### src/rtl/vector_store_unit.sv
// Vector store unit: streams one lane per cycle into data RAM from a registered copy of the request.
// Build option: define VECTOR_STORE_MASK_EN to add the lane_mask port and per-lane write enables.
//
//   state | meaning
//   IDLE  | ready for a request (store_ready=1)
//   STORE | writing lane cnt_q at base_q+cnt_q
//   DONE  | one-cycle completion pulse
`timescale 1ns/1ps
module vector_store_unit #(
    parameter int LANES  = 16,
    parameter int LANE_W = 8,
    parameter int ADDR_W = 12
) (
    input  logic                    clk,
    input  logic                    reset,
    input  logic                    store_valid,
    output logic                    store_ready,
    input  logic [ADDR_W-1:0]       base_address,
    input  logic [LANES*LANE_W-1:0] vector_data,
`ifdef VECTOR_STORE_MASK_EN
    input  logic [LANES-1:0]        lane_mask,
`endif
    input  logic                    flush,
    output logic [ADDR_W-1:0]       mem_address,
    output logic [LANE_W-1:0]       mem_data,
    output logic                    mem_wren,
    output logic                    stall,
    output logic                    done
);

    localparam int CW = (LANES > 1) ? $clog2(LANES) : 1;
    localparam logic [CW-1:0] LAST = CW'(LANES - 1);

    typedef enum logic [1:0] {IDLE, STORE, DONE} state_t;

    state_t                  state_q, state_d;
    logic [CW-1:0]           cnt_q, cnt_d;
    logic [ADDR_W-1:0]       base_q, base_d;
    logic [LANES*LANE_W-1:0] data_q, data_d;
    logic [ADDR_W-1:0]       addr_hold_q;
    logic [LANE_W-1:0]       data_hold_q;
    logic [ADDR_W-1:0]       cur_addr;
    logic [LANE_W-1:0]       cur_data;
    logic                    lane_en;

    assign cur_addr = base_q + ADDR_W'(cnt_q);
    assign cur_data = data_q[cnt_q*LANE_W +: LANE_W];

`ifdef VECTOR_STORE_MASK_EN
    logic [LANES-1:0] mask_q, mask_d;

    assign lane_en = mask_q[cnt_q];

    always_comb begin
        mask_d = mask_q;
        if (!flush && state_q == IDLE && store_valid) begin
            mask_d = lane_mask;
        end
    end

    always_ff @(posedge clk or negedge reset) begin
        if (!reset) begin
            mask_q <= '0;
        end else begin
            mask_q <= mask_d;
        end
    end
`else
    assign lane_en = 1'b1;
`endif

    // flush wins over everything, including a handshake in IDLE
    always_comb begin
        state_d = state_q;
        cnt_d   = cnt_q;
        base_d  = base_q;
        data_d  = data_q;
        if (flush) begin
            state_d = IDLE;
        end else begin
            case (state_q)
                IDLE: begin
                    if (store_valid) begin
                        state_d = STORE;
                        cnt_d   = '0;
                        base_d  = base_address;
                        data_d  = vector_data;
                    end
                end
                STORE: begin
                    if (cnt_q == LAST) begin
                        state_d = DONE;
                    end else begin
                        cnt_d = cnt_q + 1'b1;
                    end
                end
                DONE:    state_d = IDLE;
                default: state_d = IDLE;
            endcase
        end
    end

    always_ff @(posedge clk or negedge reset) begin
        if (!reset) begin
            state_q     <= IDLE;
            cnt_q       <= '0;
            base_q      <= '0;
            data_q      <= '0;
            addr_hold_q <= '0;
            data_hold_q <= '0;
        end else begin
            state_q <= state_d;
            cnt_q   <= cnt_d;
            base_q  <= base_d;
            data_q  <= data_d;
            if (state_q == STORE) begin
                addr_hold_q <= cur_addr;
                data_hold_q <= cur_data;
            end
        end
    end

    // Outputs decode from state so an async reset silences the RAM port immediately
    assign mem_address = (state_q == STORE) ? cur_addr : addr_hold_q;
    assign mem_data    = (state_q == STORE) ? cur_data : data_hold_q;
    assign mem_wren    = (state_q == STORE) && lane_en;
    assign done        = (state_q == DONE);
    assign store_ready = (state_q == IDLE);
    assign stall       = ~store_ready;

endmodule

### config.mk
export PLATFORM = sky130hd
export DESIGN_NAME = vector_store_unit
export DESIGN_NICKNAME = d
export VERILOG_FILES = /design/src/rtl/vector_store_unit.sv
export SDC_FILE = /design/constraint.sdc
export NUM_CORES = 1
export LEC_CHECK = 0
export CORE_MARGIN = 2
export CORE_UTILIZATION = 37
export CTS_CLUSTER_SIZE = 20
export DETAILED_ROUTE_END_ITERATION = 10
export SETUP_SLACK_MARGIN = 0.15
export SLEW_MARGIN = 10
export SYNTH_ARGS = -nofsm -noshare
export SYNTH_HDL_FRONTEND = slang
export SYNTH_SLANG_ARGS = --single-unit
### constraint.sdc
create_clock -name clk -period 1.9 [get_ports clk]
set_clock_uncertainty 0.05 [all_clocks]
set_input_delay 0.285 -clock clk [delete_from_list [all_inputs] [get_ports clk]]
set_output_delay 0.285 -clock clk [all_outputs]
set_load 0.02 [all_outputs]
=== Word-level counts from Yosys, hierarchy flattened ===
Index checks and enable logic that the tools add are counted.

* Logic and storage cells: 32
* Input port bits: 144
* Flip-flop bits (word level): 166

* Add/subtract/negate cells: 2
* Reductions and logical operators: 5
* Shifts and indexed selects: 1
* Bitwise gates (word level): 2
* Multiplexer cells: 9
* Equal/unequal tests: 7

{| class="wikitable"
|+ Operators by type and width
! kind !! number
|-
| 128-bit by 8-bit indexed part select with 8-bit output || 1
|-
| 12-bit by 4-bit adder with 12-bit output || 1
|-
| 12-bit 2-to-1 mux || 1
|-
| 4-bit 2-to-1 mux || 2
|-
| 8-bit 2-to-1 mux || 1
|-
| 4-bit case mux with 2 select lines || 1
|-
| 2-bit 2-to-1 mux || 3
|-
| 3-bit by 2-bit inequality test with 1-bit output, second input constant || 2
|-
| 4-bit by 1-bit adder with 4-bit output, second input constant || 1
|-
| 4-bit equality test, second input constant || 1
|-
| 2-bit inequality test, second input constant || 2
|-
| 2-bit case mux with 2 select lines || 1
|-
| 4-bit AND reduction || 1
|-
| 3-bit AND reduction || 1
|-
| 2-bit by 1-bit equality test with 1-bit output, second input constant || 1
|-
| 2-bit equality test, second input constant || 1
|-
| 2-bit zero test || 1
|-
| 1-bit inverter || 2
|-
| 2-bit AND reduction || 1
|-
| 2-bit nonzero test || 1
|}

=== Logic depth before layout (Yosys ltp) ===
* Word-level depth: 4
* Depth in mapped cells: 7
* Gate-level depth less buffers: 7

=== Least setup slack after synthesis ===
No wires, ideal clock.

* Path kind: register -> output
* Start point: register cnt_q[1]
* End point: output port mem_address[4]
* Arrival: 1.969 ns
* Cell stages (with the launch flop): 7
* Required time: 1.565 ns
* Path slack: -0.404 ns
* Path through: dfrtp_1 inv_1 fa_1 nor2b_1 o21a_1 nor3_1 o31ai_1

* Longest elaborated chain between the ends: 2

{| class="wikitable"
|+ RTL lines
! what !! RTL line !! RTL
|-
| start: declaration || 37 || <nowiki>logic [CW-1:0] cnt_q, cnt_d;</nowiki>
|-
| start signal: assignment || 113 || <nowiki>cnt_q <= cnt_d;</nowiki>
|-
| 12-bit by 4-bit adder with 12-bit output || 46 || <nowiki>assign cur_addr = base_q + ADDR_W'(cnt_q);</nowiki>
|-
| 12-bit 2-to-1 mux || - ||
|-
| end: declaration || 24 || <nowiki>output logic [ADDR_W-1:0] mem_address,</nowiki>
|}

No other way between the ends.

=== Worst setup path in the final report ===
* Start point: register cnt_q[0]
* End point: output port mem_data[2]

* Longest elaborated chain between the ends: 2

{| class="wikitable"
|+ RTL lines
! what !! RTL line !! RTL
|-
| 128-bit by 8-bit indexed part select with 8-bit output || 47 || <nowiki>assign cur_data = data_q[cnt_q*LANE_W +: LANE_W];</nowiki>
|-
| 8-bit 2-to-1 mux || - ||
|-
| end: declaration || 25 || <nowiki>output logic [LANE_W-1:0] mem_data,</nowiki>
|}

No other way between the ends.

==> metrics.cfg <==
[sta]
fin_crit_sh_pct = 144
tightest_slew_ns = 0.515
rsz0062_at_grt = true
period_needed_ns = 2.74
timing.fmax_mhz = 364
slew_headroom_pct = 65.4
fin_hold_ws_ns = 0.252
drv_slew = 0
finalSetupViolCount = 173
setup_ws_ns = -0.844
hold_viol_final = 0
fin_setup_tns_ns = -64.80

[power_and_ir_drop]
p_per_area_mw_per_mm2 = 1090
comb_power_share_pct = 40.9
power_w = 0.0144
clkPwrFrac_pct = 24.7
p_int_w = 0.00981
total_leakage_power_nw = 5.75
ir_drop_mv = 0.589
p_switching_w = 0.00455
swShare_pct = 31.7
seqPwrFrac_pct = 34.5

[drt]
antenna_left = 0
drt-initial-drc-count = 298
avgViaCountPerCell = 5.08
dr.pass1.iters = 4
wl_per_cell_um = 21.3
vias = 5902
postRouteWirelength_mm = 24.7
drc = 0

[floorplan]
dieArea_mm2 = 0.0218
rows = 52
die_h_um = 148
coreArea_mm2 = 0.0202
ios = 168
die_w_um = 148
initial_core_util_pct = 37.7

[layout]
final_common_cell = dfrtp_1
mostFrequentLayoutCells = 164 x dfrtp_1, 142 x clkdlybuf4s50_1, 139 x mux2_4
multi_input_area_mm2 = 0.00438
nets = 1029
diodes = 0
fin_area_mm2 = 0.0131
area_delta_synth_final_pct = 72.4
drive_gt1_share_pct = 48.2
stdcell_count = 1162
num-fill-cells = 1439
seqCellArea_mm2 = 0.00416

[status]
outcome = complete, but fails checks
violations = negative setup slack

[placement]
gp_congestion = 0.838
place_area_mm2 = 0.0102
dp_cells = 1051
dp_hpwl_mm = 15.0
numPortBuffers = 167

[setup_path]
start_kind = flip-flop
crit_slowest_cell = dfrtp_4
crit_fanout = 6
path_class = flip-flop to output pin
crit_chain = buf_12 -> buf_12 -> buf_12 -> buf_4 -> mux2i_1 -> o22ai_1 -> o41ai_2 -> buf_4 -> a21oi_2 -> buf_6
max_stage_delay_ns = 0.49
rrSetupSlack_ns = -0.42
required_ns = 1.56
crit_path_frequent_cell = buf_12
endpoint_kind = output pin
worstPathArrival_ns = 2.41

[global_routing]
antenna_found_initial = 0
grt_usage_pct = 23.2
grt_max_degree = 65
gr-total-overflow = 0
grt_pass1_vias = 6584
grt_pass1_wl_mm = 38.6

[yosys]
ys_ff_latch = 166
yosys_warnings = 0
yosysSeqAreaShare_pct = 54.5
synthesis.nets = 741
syn_area_per_cell_um2 = 12.9
synth_top_flop_cell = dfrtp_1
ys_types = 40
ys_async_sr_fraction_pct = 100
synth_edf_count = 0
syn_inst = 591
synth_area_mm2 = 0.00762

[clocking]
clockBufferDepth = 2
cts_buffers = 17
cts_tree = yes
clock_sinks = 166
clk_latency_ns = 0.43
cts-root-buf = clkbuf_16
path_clk_slew_ns = 0.07
htreeDepth = 4

[hold_path]
hold_path.class = input pin to async pin

[job]
drv_cap = 0

==> power by group through the flow <==
stage,registers [W],clock network [W],logic [W]
detailed placement,0.00488,0,0.00406
finish,0.00495,0.00354,0.00587
global route,0.00505,0.00375,0.00621
floorplan,0.00476,0,0.00252
CTS,0.00492,0.00355,0.00557
global placement,0.00485,0,0.00399
==> synth_stat cells, types with 5 or more instances <==
library cell / instances / area, µm²
inv_1: 7 / 26.3
o22ai_1: 16 / 100
dfrtp_1: 166 / 4150
nor2_1: 41 / 154
o41ai_1: 8 / 70.1
nand3_1: 5 / 25.0
nand2_1: 32 / 120
ha_1: 5 / 62.6
mux2i_1: 64 / 641
buf_4: 10 / 75.1
a21oi_1: 10 / 50.1
o211ai_1: 6 / 45.0
buf_2: 19 / 95.1
mux2_2: 138 / 1550
nor4_1: 8 / 50.1
o21ai_0: 9 / 45.0
==> state kept, by name, indices dropped and copies added (netlist names) <==
register	flops
base_q	12
addr_hold_q	12
data_q	128
cnt_q	4
state_q	2
data_hold_q	8
==> final cells by class <==
| class | instances | share of cell area (%) |
|---|---|---|
| clock buffer | 20 | 3.48 |
| multi-input combinational | 380 | 33.3 |
| inverter | 7 | 0.200 |
| sequential | 166 | 31.7 |
| tap | 270 | 2.57 |
| clock inverter | 12 | 1.09 |
| timing repair buffer | 307 | 27.7 |
==> critical path, delay by kind of cell (launching register included) <==
family                 cells  cell delay, ns
AOI/OAI and AO/OA          3            0.42
buffers and inverters      6            0.92
DFF                        1            0.49
muxes                      1            0.16
==> logic make-up (layout without fill, tap and decap cells) <==
family / Yosys count / after routing / share of synthesized area, %
flops: 166 / 166 / 54.5
buf+inv: 45 / 346 / 3.33
mux: 203 / 203 / 28.9
simple gates: 105 / 105 / 6.27
xor+xnor: 3 / 3 / 0.345
fa+ha+maj: 6 / 6 / 1.08
compound gates: 63 / 63 / 5.50
==> path summary, 6_finish.rpt <==
check                                          from                  endpoint  cells past startpoint
hold / removal                                reset  addr_hold_q[9]$_DFF_PN0_                      2
min in group clk                    base_address[1]     base_q[1]$_DFFE_PN0P_                      3
max in group asynchronous                     reset  data_hold_q[3]$_DFF_PN0_                      3
setup reg to reg             state_q[0]$_DFFE_PN0P_   data_q[115]$_DFFE_PN0P_                     11
hold reg to reg            addr_hold_q[2]$_DFF_PN0_  addr_hold_q[2]$_DFF_PN0_                      2
setup / recovery               cnt_q[0]$_DFFE_PN0P_               mem_data[2]                     10
==> layer usage <==
layer	up-vias	track usage, %	part of all wire [%]
li1	2715	-	-
met1	2984	31.8	45
met2	171	37.1	48
met3	32	5.34	5.3
met4	0	6.54	2.2
met5	-	0	0
==> per-stage QoR <==
| stage | utilization [%] | setup slack, ns |
|---|---|---|
| after floorplan | - | -0.133 |
| after global placement | 50.3 | -0.820 |
| after detailed placement | 50.3 | -0.821 |
| after CTS | 63.1 | -0.816 |
| after global routing | 64.9 | -0.943 |
| final | 64.9 | -0.844 |
==> timing repair <==
action	in CTS	in global routing
hold buffers	1	0
buffers inserted	45	11
cloned	20	2
pin swaps	34	21
endpoints found under the setup margin	176	184
gates resized for setup	385	55
endpoints found under the hold margin	25	0
(Power assumes the default switching activity.)
